## src/rtl/ysyx_23060187_multicycle_core_if.sv

```systemverilog
// ysyx_23060187_multicycle_core_if: instruction fetch request/response bus
interface ysyx_23060187_multicycle_core_if;
  logic        ifu_req_valid;
  logic [31:0] ifu_addr;
  logic        ifu_rsp_valid;
  logic [31:0] ifu_rdata;
  modport master (output ifu_req_valid, ifu_addr, input ifu_rsp_valid, ifu_rdata);
  modport slave  (input ifu_req_valid, ifu_addr, output ifu_rsp_valid, ifu_rdata);
endinterface

```

## src/rtl/ysyx_23060187_multicycle_core.sv

```systemverilog
// ysyx_23060187_multicycle_core: two-cycle fetch/execute RV32I subset core with sticky halt
module ysyx_23060187_multicycle_core #(
  parameter int          NR_REGS  = 32,
  parameter logic [31:0] RESET_PC = 32'h8000_0000
) (
  input  logic                                  clk,
  input  logic                                  rst,
  ysyx_23060187_multicycle_core_if.master       ifu,
  output logic [31:0]                           pc,
  output logic                                  retire,
  output logic                                  halt,
  output logic                                  illegal,
  input  logic [4:0]                            dbg_raddr,
  output logic [31:0]                           dbg_rdata
);
  localparam logic [5:0] NR = 6'(NR_REGS);
  typedef enum logic [1:0] {FETCH, EXEC, HALT} state_t;
  state_t      state_q, state_d;
  logic [31:0] pc_q, pc_d, ir_q, ir_d;
  logic        ill_q, ill_d, we;
  logic [31:0] rf_q [32];
  logic [6:0]  op;
  logic [4:0]  rd, rs1, rs2;
  logic [31:0] imm_i, imm_u, imm_j, rs1_v, rs2_v, jal_t, jalr_t, wd, npc;
  logic        lui, auipc, jal, jalr, addi, add, sub, ebreak, idx_bad, bad;
  assign op    = ir_q[6:0];
  assign rd    = ir_q[11:7];
  assign rs1   = ir_q[19:15];
  assign rs2   = ir_q[24:20];
  assign imm_i = {{20{ir_q[31]}}, ir_q[31:20]};
  assign imm_u = {ir_q[31:12], 12'b0};
  assign imm_j = {{12{ir_q[31]}}, ir_q[19:12], ir_q[20], ir_q[30:21], 1'b0};
  // Entries at or above NR_REGS are never written and always read as zero
  assign rs1_v = (rs1 != 5'd0 && {1'b0, rs1} < NR) ? rf_q[rs1] : 32'd0;
  assign rs2_v = (rs2 != 5'd0 && {1'b0, rs2} < NR) ? rf_q[rs2] : 32'd0;
  assign dbg_rdata = (dbg_raddr != 5'd0 && {1'b0, dbg_raddr} < NR) ? rf_q[dbg_raddr] : 32'd0;
  assign lui    = op == 7'b0110111;
  assign auipc  = op == 7'b0010111;
  assign jal    = op == 7'b1101111;
  assign jalr   = op == 7'b1100111 && ir_q[14:12] == 3'b000;
  assign addi   = op == 7'b0010011 && ir_q[14:12] == 3'b000;
  assign add    = op == 7'b0110011 && ir_q[14:12] == 3'b000 && ir_q[31:25] == 7'h00;
  assign sub    = op == 7'b0110011 && ir_q[14:12] == 3'b000 && ir_q[31:25] == 7'h20;
  assign ebreak = ir_q == 32'h0010_0073;
  assign jal_t  = pc_q + imm_j;
  assign jalr_t = (rs1_v + imm_i) & ~32'd1;
  assign idx_bad = ({1'b0, rd} >= NR && (lui | auipc | jal | jalr | addi | add | sub))
                || ({1'b0, rs1} >= NR && (jalr | addi | add | sub))
                || ({1'b0, rs2} >= NR && (add | sub));
  assign bad = !(lui | auipc | jal | jalr | addi | add | sub | ebreak) || idx_bad
            || (jal && jal_t[1]) || (jalr && jalr_t[1]);
  assign wd  = lui ? imm_u : auipc ? pc_q + imm_u : (jal | jalr) ? pc_q + 32'd4 :
               addi ? rs1_v + imm_i : add ? rs1_v + rs2_v : rs1_v - rs2_v;
  assign npc = jal ? jal_t : jalr ? jalr_t : pc_q + 32'd4;
  always_comb begin
    state_d = state_q;
    pc_d    = pc_q;
    ir_d    = ir_q;
    ill_d   = ill_q;
    we      = 1'b0;
    if (state_q == FETCH && ifu.ifu_rsp_valid) begin
      ir_d    = ifu.ifu_rdata;
      state_d = EXEC;
    end else if (state_q == EXEC) begin
      if (bad) begin
        ill_d   = 1'b1;
        state_d = HALT;
      end else if (ebreak) begin
        state_d = HALT;
      end else begin
        pc_d    = npc;
        we      = rd != 5'd0;
        state_d = FETCH;
      end
    end
  end
  always_ff @(posedge clk or posedge rst) begin
    if (rst) begin
      state_q <= FETCH;
      pc_q    <= RESET_PC;
      ir_q    <= 32'd0;
      ill_q   <= 1'b0;
    end else begin
      state_q <= state_d;
      pc_q    <= pc_d;
      ir_q    <= ir_d;
      ill_q   <= ill_d;
    end
  end
  // Register file is deliberately left unreset
  always_ff @(posedge clk) begin
    if (we) rf_q[rd] <= wd;
  end
  assign ifu.ifu_req_valid = state_q == FETCH;
  assign ifu.ifu_addr      = pc_q;
  assign pc      = pc_q;
  assign retire  = state_q == EXEC && !bad;
  assign halt    = state_q == HALT;
  assign illegal = ill_q;
endmodule

```

## src/flat_wrapper.sv

```systemverilog
// flat-port wrapper written by rule: the top's interface ports become plain ports
module ysyx_23060187_multicycle_core_flat 
#(
  parameter int          NR_REGS  = 32,
  parameter logic [31:0] RESET_PC = 32'h8000_0000
)
  (clk, rst, pc, retire, halt, illegal, dbg_raddr, dbg_rdata, ifu_ifu_req_valid, ifu_ifu_addr, ifu_ifu_rsp_valid, ifu_ifu_rdata);
  ysyx_23060187_multicycle_core_if ifu_i ();
  input  logic clk;
  input  logic rst;
  output logic [31:0] pc;
  output logic retire;
  output logic halt;
  output logic illegal;
  input  logic [4:0] dbg_raddr;
  output logic [31:0] dbg_rdata;
  output wire logic [$bits(ifu_i.ifu_req_valid)-1:0] ifu_ifu_req_valid;
  output wire logic [$bits(ifu_i.ifu_addr)-1:0] ifu_ifu_addr;
  input wire logic [$bits(ifu_i.ifu_rsp_valid)-1:0] ifu_ifu_rsp_valid;
  input wire logic [$bits(ifu_i.ifu_rdata)-1:0] ifu_ifu_rdata;
  assign ifu_ifu_req_valid = ifu_i.ifu_req_valid;
  assign ifu_ifu_addr = ifu_i.ifu_addr;
  assign ifu_i.ifu_rsp_valid = ifu_ifu_rsp_valid;
  assign ifu_i.ifu_rdata = ifu_ifu_rdata;
  ysyx_23060187_multicycle_core #(.NR_REGS(NR_REGS), .RESET_PC(RESET_PC)) u_core (.clk(clk), .rst(rst), .ifu(ifu_i), .pc(pc), .retire(retire), .halt(halt), .illegal(illegal), .dbg_raddr(dbg_raddr), .dbg_rdata(dbg_rdata));
endmodule
```

## config.mk

```make
export PLATFORM = sky130hd
export DESIGN_NAME = ysyx_23060187_multicycle_core_flat
export DESIGN_NICKNAME = d
export VERILOG_FILES = /design/src/rtl/ysyx_23060187_multicycle_core_if.sv /design/src/rtl/ysyx_23060187_multicycle_core.sv /design/src/flat_wrapper.sv
export SDC_FILE = /design/constraint.sdc
export NUM_CORES = 2
export LEC_CHECK = 0
export ABC_AREA = 1
export CAP_MARGIN = 10
export CORE_ASPECT_RATIO = 0.75
export CORE_UTILIZATION = 25
export DETAILED_ROUTE_END_ITERATION = 8
export GPL_ROUTABILITY_DRIVEN = 0
export PLACE_DENSITY = 0.36
export SYNTH_ARGS = -nofsm -noshare
export SYNTH_HDL_FRONTEND = slang
export SYNTH_SLANG_ARGS = --single-unit
export TNS_END_PERCENT = 1
```

## constraint.sdc

```tcl
create_clock -name clk -period 10.15 [get_ports clk]
set_input_delay 2.03 -clock clk [delete_from_list [all_inputs] [get_ports clk]]
set_output_delay 2.03 -clock clk [all_outputs]
set_load 0.005 [all_outputs]
```

* Word-level counts from Yosys, hierarchy flattened
Memory sizes are Yosys's and may differ from the RTL's. Index checks and enable logic that the tools add are counted.
Operators by class: mux-type cells 20, add/subtract/negate cells 6, reduce and logical (&&, ||, !) cells 23, bitwise logic cells 11, eq/ne operators 10
Operators with widths (count):
- 32-bit 2-to-1 mux | 10
- 32-bit adder | 4
- 32-bit by 3-bit adder with 32-bit output (second input constant) | 1
- 32-bit by 21-bit equality test with 1-bit output (second input constant) | 1
- 32-bit subtractor | 1
- 7-bit by 6-bit equality test with 1-bit output (second input constant) | 3
- 5-bit nonzero test | 4
- 7-bit by 5-bit equality test with 1-bit output (second input constant) | 2
- 7-bit equality test (second input constant) | 2
- 1-bit logical AND | 9
- 2-bit 2-to-1 mux | 4
- 1-bit OR | 8
- 7-bit zero test | 1
- 1-bit 2-to-1 mux | 6
- 4-bit AND reduction | 1
- 3-bit zero test | 1
- 1-bit NOT | 3
- 3-bit AND reduction | 1
- 2-bit by 1-bit equality test with 1-bit output (second input constant) | 1
- 2-bit equality test (second input constant) | 1
- 1-bit zero test | 2
- 2-bit zero test | 1
- 1-bit logical OR | 2
- 2-bit nonzero test | 1
Storage, ports and cells: register bits 67, memories kept 1, memory bits (writable) 1024, logic and storage cells 75, output and inout port bits 100, bits of input ports 40
Memories:
- u_core.rf_q | words 32, bits a word 32, rd ports 3, clocked after Yosys merged registers in 0, write ports 1, RTL line ysyx_23060187_multicycle_core.sv:21 | logic [31:0] rf_q [32];

* Depth between registers and ports, before layout
depth in word-level cells 16, mapped depth 40, depth with buffers taken out 37

* Least setup slack after synthesis
No wires, ideal clock.
kind flip-flop to flip-flop, start point register u_core.ir_q[15], end point memory u_core.rf_q[0][14] (data pin), clock period less this slack 5.898 ns, cell stages (with the launch flop) 25, buffers on the path 6, path slack 4.252 ns, setup time 0.454 ns, arrival 5.444 ns, data required time 9.696 ns, cell sequence dfrtp_1 -> clkbuf_1 -> buf_2 -> clkbuf_1 -> clkbuf_1 -> clkbuf_1 -> buf_1 -> nor2_1 -> o211ai_1 -> nand3_1 -> a21oi_1 -> ha_1 -> a21oi_1 -> o21ai_0 -> a21oi_1 -> o21ai_0 -> a21oi_1 -> o21ai_0 -> a21boi_0 -> xor2_1 -> nand2_1 -> o211ai_1 -> nand2_1 -> o21ai_0 -> o21ai_0
Between the ends: word-level cells in the longest chain between the ends 8
RTL lines:
- start: declaration | RTL line ysyx_23060187_multicycle_core.sv:19 | logic [31:0] pc_q, pc_d, ir_q, ir_d;
- start signal: assignment | RTL line ysyx_23060187_multicycle_core.sv:86 | ir_q <= ir_d;
- memory 32 x 32 bit / 5-bit nonzero test (equally long branches)
- 32-bit 2-to-1 mux (*) | RTL line ysyx_23060187_multicycle_core.sv:34 | assign rs1_v = (rs1 != 5'd0 && {1'b0, rs1} < NR) ? rf_q[rs1] : 32'd0;
- 32-bit subtractor / 32-bit adder (equally long branches) | RTL line ysyx_23060187_multicycle_core.sv:53 | addi ? rs1_v + imm_i : add ? rs1_v + rs2_v : rs1_v - rs2_v;
- 32-bit 2-to-1 mux | RTL line ysyx_23060187_multicycle_core.sv:53
- 32-bit 2-to-1 mux (*) | RTL line ysyx_23060187_multicycle_core.sv:53
- 32-bit 2-to-1 mux (*) (3 in series) | RTL line ysyx_23060187_multicycle_core.sv:52 | assign wd = lui ? imm_u : auipc ? pc_q + imm_u : (jal | jalr) ? pc_q + 32'd4 :
- named net u_core.wd[14] | RTL line ysyx_23060187_multicycle_core.sv:24 | logic [31:0] imm_i, imm_u, imm_j, rs1_v, rs2_v, jal_t, jalr_t, wd, npc;
- end: declaration | RTL line ysyx_23060187_multicycle_core.sv:21
The timed path passes the listed nets; every way through them passes the cells marked *.

* Worst setup path after layout
start point register u_core.ir_q[15], end point output port retire
Between the ends: word-level cells in the longest chain between the ends 7
RTL lines:
- memory 32 x 32 bit (tied with other cells)
- 32-bit 2-to-1 mux / 1-bit OR (equally long branches) | RTL line ysyx_23060187_multicycle_core.sv:34, ysyx_23060187_multicycle_core.sv:50
- 32-bit adder / 1-bit zero test (equally long branches) | RTL line ysyx_23060187_multicycle_core.sv:46, ysyx_23060187_multicycle_core.sv:50
- 1-bit logical AND / 1-bit logical OR (equally long branches) | RTL line ysyx_23060187_multicycle_core.sv:51 | || (jal && jal_t[1]) || (jalr && jalr_t[1]);
- 1-bit logical OR (*) | RTL line ysyx_23060187_multicycle_core.sv:51
- 1-bit zero test (*) | RTL line ysyx_23060187_multicycle_core.sv:97 | assign retire = state_q == EXEC && !bad;
- 1-bit logical AND (*) | RTL line ysyx_23060187_multicycle_core.sv:97
- end: declaration | RTL line flat_wrapper.sv:12 | output logic retire;
Every way passes the cells marked *; elsewhere a longest branch is shown, timed or not.

==> impl_metrics.csv <==
group,metric,value,unit
final_layout,layout_commonest_cell,"nand2_1",
clocking,cts.repair.resized,0,
floorplan,io_pins,140,
synthesis,synth_edf_count,1024,
clocking,cts_setup_buffers,0,
worst_setup_path,endpoint_kind,"output port",
detailed_routing,vias_per_cell,5.493,
final_layout,layout_common_cells,"nand2_1, o21ai_0, edfxtp_1",
sta,final.setup.tns,0,ns
detailed_routing,drtIter0Drc,8426,
floorplan,coreArea,0.2831,sq mm
sta,finClkSkew,0.06485,ns
clocking,tritoncts,"done",
sta,min_period_over_period,82.92,%
worst_setup_path,slowest_stage,"dfrtp_4",
synthesis,syn_area_per_cell,7.700,sq um
power,ir_drop,0.09746,mV
synthesis,synth_ff_type,"edfxtp_1",
clocking,clk_path_buf_depth,4,
placed_design,port_buffers,137,
global_routing,grt_usage,26.30,%
final_layout,nets,9254,
synthesis,ys_seq_elements,1090,
clocking,clk_latency,0.85,ns
final_layout,syn_to_final_growth,14.54,%
placed_design,post-dp-hpwl,235700,um
synthesis,synth_seq_area_share,45.44,%
sta,slew_violations,0,
global_routing,grt_pass1_vias,66730,
floorplan,start_util,25.19,%
clocking,clk_pin_slew,0.06,ns
sta,setup_slack,1.734,ns
power,leakagePower,30.74,nW
detailed_routing,ant_nets,0,
worst_setup_path,start_kind,"register",
floorplan,die_w,618.7,um
floorplan,die_h,464.5,um
worst_setup_path,cp.arrival,6.39,ns
synthesis,yosys.area.top_type_share,43.12,%
placed_design,dp_cells,12720,
global_routing,antenna_found_initial,18,
clocking,cts_buffers,144,
sta,hold_violations,0,
synthesis,yosys-top-cells-area,"edfxtp_1, nand2_1, o21ai_0",
detailed_routing,drc,0,
worst_setup_path,cpPeakStageDelay,0.88,ns
detailed_routing,drtPass1Iterations,6,
clocking,cts_sinks,1090,
worst_setup_path,crit_type,"reg2out",
worst_setup_path,path_cells,"inv_8, buf_4, a21oi_1, o21ai_0, o211ai_1, nand3_1, nand3_1, nand2_1, a31oi_1, ha_1, fa_1, inv_1, o211ai_2, nor3_4, clkdlybuf4s50_1",
sta,tightest_slew,1.403,ns
worst_setup_path,crit_fanout,118,
worst_setup_path,critPathTopFamily,"buffers and inverters",
sta,rsz0062_at_grt,"false",
final_layout,drive_gt1_share,6.278,%
flow_run,drv_cap,0,
final_layout,fin_cells,12980,
power,power.density,128.5,mW/mm^2
synthesis,netlist_instances,9261,
worst_setup_path,required,8.12,ns
clocking,holdBufCountCts,0,
sta,relSlewSlack,6.465,%
detailed_routing,wirelength,390200,um
synthesis,ys_warn_count,0,
worst_setup_path,crit_top_cell,"nand3_1",
sta,fin_crit,8.416,ns
placed_design,pre_cts_slack,2.140,ns
sta,setup_viol,0,
clocking,cts-root-buf,"clkbuf_16",
floorplan,rows,169,
worst_setup_path,cp.buffers_inverters,4,
status,status,"completed",
global_routing,grt_pass1_wl,538800,um
synthesis,netlist_area,0.07131,sq mm
sta,timing.fmax,118.8,MHz
synthesis,yosysUniqueCellTypes,68,
detailed_routing,vias,71270,
global_routing,grt_remaining_overflow,0,
final_layout,fin_util,28.85,%
min_path,hp-class,"reg2reg",
global_routing,grt_max_degree,170,
synthesis,yosysTopAreaCell,"edfxtp_1",
floorplan,die_area,0.2874,sq mm
synthesis,synthArstFlopShare,6.055,%
clocking,htree_levels,4,
detailed_routing,wl_per_cell,30.07,um
[kinds of logic (layout without fill, tap and decap cells)]
| family | after synthesis | in the layout | synth area share [%] |
|---|---|---|---|
| other | 1 | 40 | 0.005258 |
| AND/OR/NAND/NOR | 3646 | 3646 | 20.83 |
| XOR/XNOR | 116 | 116 | 1.425 |
| adder cells (fa/ha/maj) | 109 | 109 | 1.955 |
| AO/OA/AOI/OAI | 2827 | 2827 | 21.90 |
| flip-flops | 1090 | 1090 | 45.44 |
| buffers and inverters | 1472 | 1385 | 8.457 |
[routing by layer]
| layer | track usage (%) | vias up | part of all wire [%] | routed length, um |
|---|---|---|---|---|
| met1 | 37.36 | 35250 | 45 | 176400 |
| met4 | 9.024 | 0 | 3.7 | 14620 |
| met2 | 40.47 | 3652 | 43 | 169400 |
| met3 | 3.943 | 641 | 7.6 | 29820 |
| met5 | 0 | - | 0 | 0 |
| li1 | - | 31730 | - | - |
[worst min-delay path: cells and delay by family, from the launching register on]
family / cells / cell delay, ns
DFF: 1 / 0.39
and+or+nand+nor: 2 / 0.12
[synthesized netlist by cell type (10+ instances only)]
| cell | count |
|---|---|
| clkbuf_1 | 449 |
| a21oi_1 | 798 |
| nand3_1 | 650 |
| o22ai_1 | 116 |
| inv_1 | 757 |
| edfxtp_1 | 1024 |
| dfrtp_1 | 65 |
| buf_4 | 60 |
| o211ai_1 | 283 |
| ha_1 | 105 |
| a31oi_1 | 65 |
| nor2_1 | 800 |
| o221ai_1 | 27 |
| o21bai_1 | 10 |
| xor2_1 | 75 |
| nor2_2 | 11 |
| xnor2_1 | 41 |
| buf_6 | 14 |
| nand2_1 | 2069 |
| buf_1 | 69 |
| nand4_1 | 47 |
| o21ai_0 | 1409 |
| a41oi_1 | 17 |
| buf_2 | 111 |
| nor4_1 | 19 |
| o31ai_1 | 15 |
| nor3_1 | 19 |
[final cells by class]
class                      instances  area [sq um]
clock inverter                    68         686.9
inverter                         766          2940
timing repair buffer             371          3578
fill                           30210        201500
multi-input combinational       6732         33500
sequential                      1090         32440
antenna                            6         15.01
clock buffer                     180          3812
tap                             3762          4707
[final timing paths]
path                                         startpoint                      end  slack (ns)  depth (start not counted)
worst max-delay path                    u_core.ir_q[15]                   retire        1.73                         15
worst min register to register  u_core.ifu.ifu_addr[31]  u_core.ifu.ifu_addr[31]        0.51                          2
worst min-delay path            u_core.ifu.ifu_addr[31]  u_core.ifu.ifu_addr[31]        0.51                          2
max in group asynchronous                           rst          u_core.ir_q[23]        7.30                          3
min in group asynchronous                           rst           u_core.ir_q[1]        1.62                          2
worst max register to register          u_core.ir_q[15]      u_core.rf_q[12][27]        2.16                         19
[metrics by stage]
stage	hold WS (ns)	cell area [sq um]	power, mW
2_1_floorplan	0.4578	71440	5.173
3_3_place_gp	0.4940	77170	5.423
3_5_place_dp	0.4989	77170	5.422
4_1_cts	0.5123	81670	10.61
5_1_grt	0.5465	81670	10.78
6_report	0.5101	81680	10.49
[where the power goes]
part | total, mW | switching (mW) | internal, mW | leakage [nW]
clock | 5.17 | 2.20 | 2.97 | 2.21
sequential | 4.85 | 0.00219 | 4.85 | 9.22
combinational | 0.478 | 0.346 | 0.132 | 19.3
total | 10.5 | 2.55 | 7.95 | 30.7
[state kept, by name, summed over array words and instances, names as in the netlist]
register             flops
u_core.state_q           2
u_core.ifu.ifu_addr     31
u_core.illegal           1
u_core.rf_q           1024
u_core.ir_q             32
Note: power is estimated with default switching activity, not from simulation.
